==> config.mk <==
export PLATFORM = sky130hd
export DESIGN_NAME = hpdcache_mshr_alloc_ctrl
export DESIGN_NICKNAME = d
export VERILOG_FILES = /design/src/rtl/hpdcache_mshr_alloc_ctrl.sv
export SDC_FILE = /design/constraint.sdc
export NUM_CORES = 1
export LEC_CHECK = 0
export BUFFER_PORTS_ARGS = -buffer_cell sky130_fd_sc_hd__buf_4
export CAP_MARGIN = 10
export CELL_PAD_IN_SITES_DETAIL_PLACEMENT = 2
export CELL_PAD_IN_SITES_GLOBAL_PLACEMENT = 2
export CORE_AREA = 2 2 87 89
export DETAILED_ROUTE_END_ITERATION = 10
export DIE_AREA = 0 0 89 91
export HOLD_SLACK_MARGIN = 0.08
export PLACE_DENSITY_LB_ADDON = 0.08
export SLEW_MARGIN = 20
export SYNTH_ARGS = -nofsm -noshare
export SYNTH_HDL_FRONTEND = slang
export SYNTH_SLANG_ARGS = --single-unit
==> constraint.sdc <==
create_clock -name clk_i -period 4.3 [get_ports clk_i]
set_input_delay 0.215 -clock clk_i [delete_from_list [all_inputs] [get_ports clk_i]]
set_output_delay 0.215 -clock clk_i [all_outputs]
set_load 0.05 [all_outputs]
==> src/rtl/hpdcache_mshr_alloc_ctrl.sv <==
// ----------------------------------------------------------------------------
// hpdcache_mshr_alloc_ctrl
//
// Allocation/release controller for the MSHR directory and its set
// translation table. Keeps one valid bit per MSHR entry (sets x ways). For an
// allocation it picks a free way in the MSHR set addressed by the low bits of
// the HPDcache set, searching round-robin from a per-set pointer. It also
// drives the translation-table write port on every accepted allocation.
//
// Handshake: an allocation completes in any cycle where alloc_valid_i and
// alloc_ready_o are both high. alloc_ready_o never depends on alloc_valid_i.
// Releases (free_valid_i) are single-cycle and always accepted.
//
// Optional build macro: HPDCACHE_MSHR_ALLOC_STATS_EN enables a 32-bit
// saturating allocation-stall counter on stall_cnt_o. Otherwise it is tied to 0.
//
// Ports:
//   clk_i, rst_i           clock, synchronous active-high reset
//   alloc_valid_i/ready_o  allocation handshake
//   alloc_set_i            HPDcache set of the missing line
//   alloc_way_o            chosen MSHR way (meaningful while ready_o is high)
//   tbl_write_o            translation-table write enable
//   tbl_dcache_set_o       translation-table write set
//   tbl_mshr_way_o         translation-table write way
//   free_valid_i/set_i/way_i  release of one MSHR entry
//   pending_cnt_o          number of valid entries
//   full_o, empty_o        all valid / none valid
//   err_o                  sticky: an entry that was not valid was released
//   stall_cnt_o            allocation stall counter
// ----------------------------------------------------------------------------
module hpdcache_mshr_alloc_ctrl #(
   parameter int unsigned HPDCACHE_SET_WIDTH = 7,
   parameter int unsigned MSHR_SETS          = 4,
   parameter int unsigned MSHR_WAYS          = 4,
   localparam int unsigned MSHR_SET_WIDTH    = (MSHR_SETS > 1) ? $clog2(MSHR_SETS) : 1,
   localparam int unsigned MSHR_WAY_WIDTH    = (MSHR_WAYS > 1) ? $clog2(MSHR_WAYS) : 1,
   localparam int unsigned CNT_WIDTH         = $clog2(MSHR_SETS*MSHR_WAYS + 1)
) (
   input  logic                          clk_i,
   input  logic                          rst_i,
   input  logic                          alloc_valid_i,
   output logic                          alloc_ready_o,
   input  logic [HPDCACHE_SET_WIDTH-1:0] alloc_set_i,
   output logic [MSHR_WAY_WIDTH-1:0]     alloc_way_o,
   output logic                          tbl_write_o,
   output logic [HPDCACHE_SET_WIDTH-1:0] tbl_dcache_set_o,
   output logic [MSHR_WAY_WIDTH-1:0]     tbl_mshr_way_o,
   input  logic                          free_valid_i,
   input  logic [MSHR_SET_WIDTH-1:0]     free_set_i,
   input  logic [MSHR_WAY_WIDTH-1:0]     free_way_i,
   output logic [CNT_WIDTH-1:0]          pending_cnt_o,
   output logic                          full_o,
   output logic                          empty_o,
   output logic                          err_o,
   output logic [31:0]                   stall_cnt_o
);

   localparam int unsigned N_ENTRIES = MSHR_SETS * MSHR_WAYS;

   logic [MSHR_SETS-1:0][MSHR_WAYS-1:0]      valid_q;
   logic [MSHR_SETS-1:0][MSHR_WAY_WIDTH-1:0] rr_ptr_q;
   logic [CNT_WIDTH-1:0]                     cnt_q;
   logic                                     err_q;

   logic [MSHR_SET_WIDTH-1:0] ms;
   logic [MSHR_WAYS-1:0]      set_valid;
   logic [MSHR_WAY_WIDTH-1:0] sel_way;
   logic [MSHR_WAY_WIDTH-1:0] next_rr;
   logic                      set_has_free;
   logic                      alloc_fire;
   logic                      free_in_range;
   logic                      free_hit;

   // Target MSHR set: low bits of the HPDcache set (always 0 with one set).
   if (MSHR_SETS > 1) begin : g_ms_multi
      assign ms = alloc_set_i[MSHR_SET_WIDTH-1:0];
   end else begin : g_ms_single
      assign ms = '0;
   end

   assign set_valid    = valid_q[ms];
   assign set_has_free = ~&set_valid;

   // First free way at or after the round-robin pointer, wrapping modulo
   // MSHR_WAYS. Uses the current valid bits only, so a way released in this
   // cycle is not visible to the search until the next cycle.
   always_comb begin : way_select
      logic [MSHR_WAY_WIDTH-1:0] cand;
      logic                      found;
      cand    = '0;
      found   = 1'b0;
      sel_way = '0;
      for (int i = 0; i < int'(MSHR_WAYS); i++) begin
         cand = MSHR_WAY_WIDTH'((int'(rr_ptr_q[ms]) + i) % int'(MSHR_WAYS));
         if (!found && !set_valid[cand]) begin
            found   = 1'b1;
            sel_way = cand;
         end
      end
   end

   assign next_rr = (sel_way == MSHR_WAY_WIDTH'(MSHR_WAYS - 1)) ? '0
                                                                 : sel_way + MSHR_WAY_WIDTH'(1);

   // No handshake may complete while reset is asserted.
   assign alloc_ready_o = set_has_free & ~rst_i;
   assign alloc_fire    = alloc_valid_i & alloc_ready_o;

   // Out-of-range release coordinates never match a valid entry, so they are
   // reported through err like any other release of a non-valid entry.
   assign free_in_range = (int'(free_set_i) < int'(MSHR_SETS)) &&
                          (int'(free_way_i) < int'(MSHR_WAYS));
   assign free_hit      = free_valid_i & free_in_range & valid_q[free_set_i][free_way_i];

   always_ff @(posedge clk_i) begin
      if (rst_i) begin
         valid_q  <= '0;
         rr_ptr_q <= '0;
         cnt_q    <= '0;
         err_q    <= 1'b0;
      end else begin
         // The allocated way is always a non-valid entry and a release only
         // clears a valid one, so these two updates never target the same bit.
         if (free_hit) begin
            valid_q[free_set_i][free_way_i] <= 1'b0;
         end
         if (alloc_fire) begin
            valid_q[ms][sel_way] <= 1'b1;
            rr_ptr_q[ms]         <= next_rr;
         end
         if (free_valid_i && !free_hit) begin
            err_q <= 1'b1;
         end
         if (alloc_fire && !free_hit) begin
            cnt_q <= cnt_q + CNT_WIDTH'(1);
         end else if (!alloc_fire && free_hit) begin
            cnt_q <= cnt_q - CNT_WIDTH'(1);
         end
      end
   end

`ifdef HPDCACHE_MSHR_ALLOC_STATS_EN
   logic [31:0] stall_q;

   always_ff @(posedge clk_i) begin
      if (rst_i) begin
         stall_q <= '0;
      end else if (alloc_valid_i && !alloc_ready_o && (stall_q != 32'hFFFF_FFFF)) begin
         stall_q <= stall_q + 32'd1;
      end
   end

   assign stall_cnt_o = stall_q;
`else
   assign stall_cnt_o = '0;
`endif

   assign alloc_way_o      = sel_way;
   assign tbl_write_o      = alloc_fire;
   assign tbl_dcache_set_o = alloc_set_i;
   assign tbl_mshr_way_o   = sel_way;
   assign pending_cnt_o    = cnt_q;
   assign full_o           = (cnt_q == CNT_WIDTH'(N_ENTRIES));
   assign empty_o          = (cnt_q == '0);
   assign err_o            = err_q;

endmodule
==> results of run 1 <==
[registers in the layout, summed over array words and instances (netlist names)]
register,cells
rr_ptr_q,8
pending_cnt_o,5
valid_q,16
err_o,1
[layer usage]
metal  part of all wire (%)  wire length, um
met5                      0                0
met4                    1.3               73
met3                    5.2              297
met1                     47             2653
met2                     47             2660
[cell usage in the layout, fill, tap and decap left out, types with 3 or more instances in the layout]
cell / n
dfxtp_1: 30
nand2b_1: 6
buf_4: 25
mux2i_1: 6
a22oi_1: 13
nor2_1: 33
ha_1: 8
mux4_2: 10
clkbuf_8: 8
a21oi_1: 10
inv_1: 5
nand2_1: 13
xnor2_1: 3
a21o_1: 3
conb_1: 32
a211oi_1: 4
nand3_1: 4
o21ai_0: 3
[layout make-up]
type                    instances  area share [%]
clock buffers                   8           4.830
flip-flops and latches         30           26.34
repair buffers                 25           8.233
inverters                       5          0.8233
multi-input cells             170           54.34
well taps                      99           5.434
[worst max-delay path, delay by kind of cell, from the launching register on]
kind	cells	cell delay [ns]
multiplexers	2	1.03
adder cells (fa/ha/maj)	2	0.61
AO/OA/AOI/OAI	3	0.48
AND/OR/NAND/NOR	2	0.41
flip-flops	1	0.35
buffers and inverters	1	0.12
XOR/XNOR	1	0.09
[worst paths after layout]
kind                 from  slack [ns]  cells past startpoint                to
max           valid_q[15]        1.15                     11  pending_cnt_o[4]
min          free_valid_i        0.22                      3             err_o
max reg2reg   valid_q[15]        1.15                     11  pending_cnt_o[4]
min reg2reg         err_o        0.49                      2             err_o
[report_power, final]
group	internal, mW	switching, mW	total, mW	leakage, nW
sequential	0.287	0.00961	0.297	0.243
combinational	0.0598	0.168	0.228	0.610
clock	0.162	0.112	0.274	0.0575
[through the flow]
stage / total power [mW] / std cells / area (sq um)
after floorplan: 0.5199 / 255 / 2216
after global placement: 0.5326 / 329 / 2170
after detailed placement: 0.5330 / 329 / 2170
after CTS: 0.8133 / 337 / 2280
after global routing: 0.8386 / 337 / 2280
final: 0.7990 / 337 / 2280
[kinds of logic after synthesis]
kind of cell | Yosys count | share of synthesized area, %
and+or+nand+nor | 70 | 18.83
xor gates and xnor gates | 4 | 1.669
adders and majority gates | 9 | 5.721
DFF | 30 | 28.61
muxes | 17 | 14.84
AOI/OAI and AO/OA | 38 | 12.22
buffers and inverters | 55 | 17.94
other | 1 | 0.1786
==> impl_metrics.tcl, run 1 <==
set metrics [dict create \
    status "finished, final reports clean" \
    rows 31 \
    cts_root_buf "clkbuf_8" \
    grt_pass1_vias 1622 \
    crit_fanout 4 \
    synthTopCellsByCount "buf_4 (41), nor2_1 (33), dfxtp_1 (30), a22oi_1 (13), nand2_1 (13)" \
    met3_usage_pct 2.818 \
    cts_tree "built" \
    holdCritPathClass "primary input to flip-flop" \
    grt_pass1_wl_mm 8.928 \
    setup_violations 0 \
    overflow 0 \
    met2_usage_pct 23.88 \
    cts_setup_buffers 0 \
    fin_crit_ns 3.150 \
    holdBufCountCts 0 \
    die-area_sq_um 8099 \
    slowest_delay_ns 0.52 \
    timing.setup.tns_ns 0 \
    post_cts_resize_count 0 \
    synth.ff_latch_count 30 \
    p_leak_nw 0.9111 \
    netlist_instances 224 \
    cts_buffer_depth 2 \
    route.detailed.drc 0 \
    crit_arrival_ns 3.36 \
    ir_drop_uv 99.26 \
    drt_first_pass_iters 4 \
    antenna_found_initial 0 \
    rsz0062_at_grt "no" \
    drv_slew 0 \
    h-tree-depth 2 \
    area_delta_synth_final_pct 8.582 \
    yosys_warnings 0 \
    grt_use_met1_pct 19.43 \
    synthArstFlopShare_pct 0 \
    skew_ns 0.002218 \
    synth_top_area_share_pct 28.61 \
    clkTransAtPathRegs_ns 0.07 \
    hold_slack_ns 0.2217 \
    via_per_inst 4.748 \
    start_util_pct 29.42 \
    hpwlAfterDp_mm 4.272 \
    register_area_sq_um 600.6 \
    clk_latency_ns 0.28 \
    synth-seq-area-share_pct 28.61 \
    utilization_pct 31.94 \
    top_usage_layer "met2" \
    cap_violations 0 \
    synthTopCellsByArea "dfxtp_1 (29%), buf_4 (15%), mux4_2 (11%)" \
    synth_top_area_cell "dfxtp_1" \
    max_freq_mhz 317.5 \
    drive_gt1_share_pct 20.59 \
    synth.distinct_cells 39 \
    min_period_over_period_pct 73.25 \
    cts_buffers 5 \
    place.gp.congestion 0.7549 \
    nets 261 \
    grt_usage_pct 14.62 \
    post-synth-top-count-cell "buf_4" \
    antenna_cells 0 \
    avgRoutedWirePerCell_um 16.87 \
    cts.sinks 30 \
    synth_enable_flop_cells 0 \
    slew_headroom_pct 43.22 \
    p_per_area_nw_per_um2 350.5 \
    synthFlopType "dfxtp_1" \
    grt_max_degree 33 \
    avgSynthCellArea_sq_um 9.373 \
    cp-start-kind "flip-flop" \
    tightest_slew_ns 0.8402 \
    vias 1600 \
    end_kind "flip-flop" \
    die_w_um 89 \
    path_cells "mux4_2 > mux4_2 > nand2_1 > ha_1 > inv_1 > fa_1 > a21o_1 > a21oi_1 > xnor2_1 > or3_1 > a21oi_1" \
    netlist_area_sq_um 2100 \
    pin_count 68 \
    setup_slack_ns 1.150 \
    ant_nets 0 \
    fp.coreArea_sq_um 7137 \
    routed_wl_mm 5.684 \
    fp.dieH_um 91 \
    critPathKind "flip-flop to flip-flop" \
    cpMaxStageDelayCell "mux4_2" \
    dp_slack_ns 1.012 \
    io_buffers 25 \
    cp_data_required_time_ns 4.51 \
    nFillCells 864 \
    drt_iter0_drc 42 \
    hold_viol_final 0 \
    multi_input_area_sq_um 1239 \
]
Note: power is estimated with default switching activity, not from simulation.
==> inputs of run 2 (changes only) <==
Clock period 4.3 ns to 3.08 ns, I/O delays scaled along.
==> run 2 against run 1 <==
  * Critical path depth stayed put
  * Critical endpoint unchanged
  * Highest routed layer unchanged
  * Via count is 3.1% higher
  * Cell count is 2.7% higher
==> impl_metrics.tcl, run 2 (synthesis gave the netlist of run 1 again) <==
set metrics [dict create \
    status "finished, final reports clean" \
    setup_slack_ns 0.1381 \
    cts_buffer_depth 2 \
    crit_arrival_ns 3.16 \
    skew_ns 0.009240 \
    grt_pass1_vias 1678 \
    layout_commonest_cell "buf_4" \
    antenna_found_initial 0 \
    critPathKind "flip-flop to flip-flop" \
    drt_first_pass_iters 4 \
    clkTransAtPathRegs_ns 0.07 \
    routed_wl_mm 5.666 \
    start_util_pct 29.42 \
    io_buffers 25 \
    ant_nets 0 \
    ir_drop_uv 195.0 \
    hpwlAfterDp_mm 4.253 \
    antenna_cells 0 \
    place.gp.congestion 0.7683 \
    drv_slew 0 \
    slew_headroom_pct 51.09 \
    pwr-share-seq_pct 36.0 \
    die-area_sq_um 8099 \
    largest_reg_flops 16 \
    tightest_slew_ns 0.7238 \
    overflow 0 \
    utilization_pct 33.10 \
    grt_usage_pct 14.74 \
    pin_count 68 \
    setup_violations 0 \
    comb_power_share_pct 29.1 \
    vias 1649 \
    p_per_area_nw_per_um2 485.9 \
    mostFrequentLayoutCells "buf_4 (34), nor2_1 (32), conb_1 (32), dfxtp_1 (30), a22oi_1 (13)" \
    min_period_over_period_pct 95.52 \
    swShare_pct 36.20 \
    dp_slack_ns -0.03682 \
    internal_power_mw 0.7324 \
    clk_latency_ns 0.29 \
    nFillCells 852 \
    fp.coreArea_sq_um 7137 \
    grt_max_degree 33 \
    h-tree-depth 2 \
    switching_power_mw 0.4155 \
    top_register "valid_q" \
    avgRoutedWirePerCell_um 16.38 \
    area_delta_synth_final_pct 12.52 \
    grt_pass1_wl_mm 9.101 \
    p_leak_nw 0.9567 \
    whs_path_depth 3 \
    drt_iter0_drc 39 \
    holdCritPathClass "primary input to flip-flop" \
    fin_crit_ns 2.942 \
    cts.sinks 30 \
    clkPwrFrac_pct 34.9 \
    cap_violations 0 \
    timing.setup.tns_ns 0 \
    crit_fanout 4 \
    cp_data_required_time_ns 3.30 \
    fp.dieH_um 91 \
    max_freq_mhz 339.9 \
    r2r_cells 11 \
    rows 31 \
    cts_buffers 5 \
    nets 270 \
    cts_root_buf "clkbuf_8" \
    die_w_um 89 \
    drive_gt1_share_pct 25.51 \
    hold_slack_ns 0.1623 \
    cp-start-kind "flip-flop" \
    end_kind "flip-flop" \
    cts_tree "built" \
    hold_viol_final 0 \
    via_per_inst 4.766 \
    route.detailed.drc 0 \
]
==> run 2: final timing paths <==
kind                       to    startpoint  slack, ns
max          pending_cnt_o[4]   valid_q[14]       0.14
min                     err_o  free_valid_i       0.16
max reg2reg  pending_cnt_o[4]   valid_q[14]       0.14
min reg2reg             err_o         err_o       0.48
==> run 2: worst max-delay path: stages (launching register included) <==
cell,delay [ns]
dfxtp_1,0.33
mux4_2,0.49
mux4_2,0.49
nand2_2,0.09
ha_2,0.18
inv_2,0.06
fa_1,0.38
a21o_1,0.18
a21oi_2,0.14
xnor2_1,0.09
or3_1,0.31
a21oi_1,0.12
==> run 2: timing repair <==
action,4_1_cts,5_1_grt
setup buffers,0,2
endpoints found under the setup margin,0,1
gates resized for setup,0,4
hold buffers,0,0
==> run 2: routing by layer <==
layer,vias up,share of wire [%],GRT usage (%)
li1,763,-,-
met1,834,46,20.12
met2,47,48,23.07
met3,5,4.8,3.364
met4,0,1.1,4.353
met5,-,0,0
==> run 2: final cells by class <==
class | count | area, sq um | area share [%]
tap | 99 | 123.9 | 5.244
inverter | 5 | 18.77 | 0.7945
multi-input combinational | 170 | 1255 | 53.12
timing repair buffer | 34 | 255.2 | 10.81
clock buffer | 5 | 68.82 | 2.913
sequential | 30 | 600.6 | 25.42
clock inverter | 3 | 40.04 | 1.695
==> run 2: power by group through the flow <==
stage                     registers [mW]  logic, mW  clock network [mW]
after floorplan                    0.446      0.280                   0
after detailed placement           0.423      0.333                   0
after global placement             0.423      0.328                   0
final                              0.414      0.334               0.401
after CTS                          0.414      0.333               0.419
after global routing               0.416      0.357               0.433
==> run 2: stage by stage <==
| step | total power, mW | cell area, sq um | cells |
|---|---|---|---|
| floorplan | 0.7269 | 2225 | 255 |
| CTS | 1.167 | 2338 | 344 |
| global placement | 0.7514 | 2230 | 336 |
| finish | 1.148 | 2362 | 346 |
| detailed placement | 0.7561 | 2230 | 336 |
| global route | 1.206 | 2362 | 346 |
==> inputs of run 3 (changes only) <==
Settings changed: PLACE_DENSITY from default to 0.87, PLACE_DENSITY_LB_ADDON 0.08 to default.
==> run 3 against run 2 <==
  * Cell count is 0.29% lower
  * Sequential power hardly changed
  * Clock power is 16% lower
  * Die area stayed put
==> impl_metrics.tcl, run 3 (synthesis gave the netlist of run 1 again) <==
set metrics [dict create \
    status "finished, final reports clean" \
    p_leak_nw 0.9540 \
    dpl_cell_area_sq_um 2222 \
    drive_gt1_share_pct 28.86 \
    fp.coreArea_sq_um 7137 \
    overflow 0 \
    hpwlAfterDp_mm 4.367 \
    antenna_cells 0 \
    drt_first_pass_iters 4 \
    clkPwrFrac_pct 30.6 \
    hold_viol_final 0 \
    design_area_sq_um 2384 \
    rsz0062_at_grt "yes" \
    rows 31 \
    skew_ns 0.005120 \
    end_kind "flip-flop" \
    timing.setup.tns_ns 0 \
    pwr-share-seq_pct 37.8 \
    start_util_pct 29.42 \
    p_per_area_nw_per_um2 461.8 \
    hold_slack_ns 0.1825 \
    grt_usage_pct 15.99 \
    crit_fanout 4 \
    place.gp.congestion 0.8135 \
    nets 269 \
    comb_power_share_pct 31.5 \
    drv_slew 0 \
    grt_pass1_vias 1811 \
    vias 1667 \
    critPathKind "flip-flop to flip-flop" \
    swShare_pct 38.19 \
    h-tree-depth 2 \
    top_register "valid_q" \
    cts_tree "built" \
    fp.dieH_um 91 \
    routed_wl_mm 6.140 \
    ir_drop_uv 133.4 \
    grt_max_degree 33 \
    route.detailed.drc 0 \
    slew_headroom_pct 49.28 \
    min_period_over_period_pct 97.21 \
    io_buffers 25 \
    ant_nets 0 \
    avgRoutedWirePerCell_um 17.80 \
    layout_commonest_cell "buf_4" \
    via_per_inst 4.832 \
    grt_pass1_wl_mm 9.639 \
    cts_buffer_depth 2 \
    internal_power_mw 0.6804 \
    die-area_sq_um 8099 \
    tightest_slew_ns 0.7506 \
    holdCritPathClass "primary input to flip-flop" \
    mostFrequentLayoutCells "buf_4 (33), nor2_1 (32), conb_1 (32), dfxtp_1 (24), a22oi_1 (13)" \
    cts_buffers 5 \
    clk_latency_ns 0.30 \
    fin_crit_ns 2.994 \
    largest_reg_flops 16 \
    cts.sinks 30 \
    clkTransAtPathRegs_ns 0.07 \
    drt_iter0_drc 82 \
    area_delta_synth_final_pct 13.53 \
    cp_data_required_time_ns 3.31 \
    crit_arrival_ns 3.22 \
    cts_root_buf "clkbuf_8" \
    max_freq_mhz 334.0 \
    antenna_found_initial 0 \
    setup_violations 0 \
    die_w_um 89 \
    switching_power_mw 0.4204 \
    cap_violations 0 \
    cp-start-kind "flip-flop" \
    pin_count 68 \
]
-- run 3: cell count changes in the layout (fill, tap and decap cells not counted), sizes merged --
cell | before | now
buf | 34 | 33
bufinv | 1 | 0
clkinv | 2 | 1
clkbuf | 5 | 7
-- run 3: stage by stage --
stage	util, %	power, mW	setup WS (ns)	std cells
global placement	31.14	0.7423	0.04753	335
floorplan	-	0.7269	0.005986	255
CTS	32.78	1.100	0.01681	344
finish	33.40	1.101	0.08603	345
global route	33.40	1.153	-0.04887	345
detailed placement	31.14	0.7571	-0.1829	335
-- run 3: path summary, 6_finish.rpt --
check / from / endpoint / slack, ns / depth (start not counted)
setup reg to reg: valid_q[11] / pending_cnt_o[4] / 0.09 / 11
hold reg to reg: rr_ptr_q[5] / rr_ptr_q[5] / 0.50 / 2
hold / removal: free_valid_i / err_o / 0.18 / 3
setup / recovery: valid_q[11] / pending_cnt_o[4] / 0.09 / 11
-- run 3: final cells by class --
type | count | area (sq um)
flip-flops and latches | 30 | 608.1
multi-input cells | 170 | 1291
well taps | 99 | 123.9
clock buffers | 7 | 86.33
clock inverters | 1 | 5.005
inverters | 5 | 21.27
repair buffers | 33 | 247.7
fillers | 824 | 4753
-- run 3: routing by layer --
metal / up-vias / track usage (%) / share of wire (%)
li1: 757 / - / -
met1: 845 / 18.00 / 39
met2: 52 / 27.80 / 54
met3: 13 / 3.909 / 4.7
met4: 0 / 7.338 / 2.6
met5: - / 0 / 0
-- run 3: power groups by stage --
| stage | Sequential, mW | Clock, mW | Combinational, mW |
|---|---|---|---|
| floorplan | 0.446 | 0 | 0.280 |
| global placement | 0.423 | 0 | 0.320 |
| detailed placement | 0.424 | 0 | 0.334 |
| CTS | 0.416 | 0.343 | 0.341 |
| global route | 0.418 | 0.366 | 0.369 |
| finish | 0.416 | 0.337 | 0.347 |
-- run 3: what timing repair did --
action | in CTS | in global routing
hold buffers | 0 | 0
gates resized for setup | 4 | 12
setup endpoints to repair | 1 | 1
pin swaps | 1 | 2
setup buffers | 1 | 1
-- run 3: worst max-delay path: stages (launching register included) --
cell and delay (ns):
dfxtp_1 0.33, mux4_2 0.50, mux4_2 0.52, nand2_2 0.10, ha_4 0.16, inv_4 0.05, fa_2 0.33, a21o_1 0.18
a21oi_2 0.20, xnor2_2 0.08, or3_1 0.32, a21oi_2 0.14
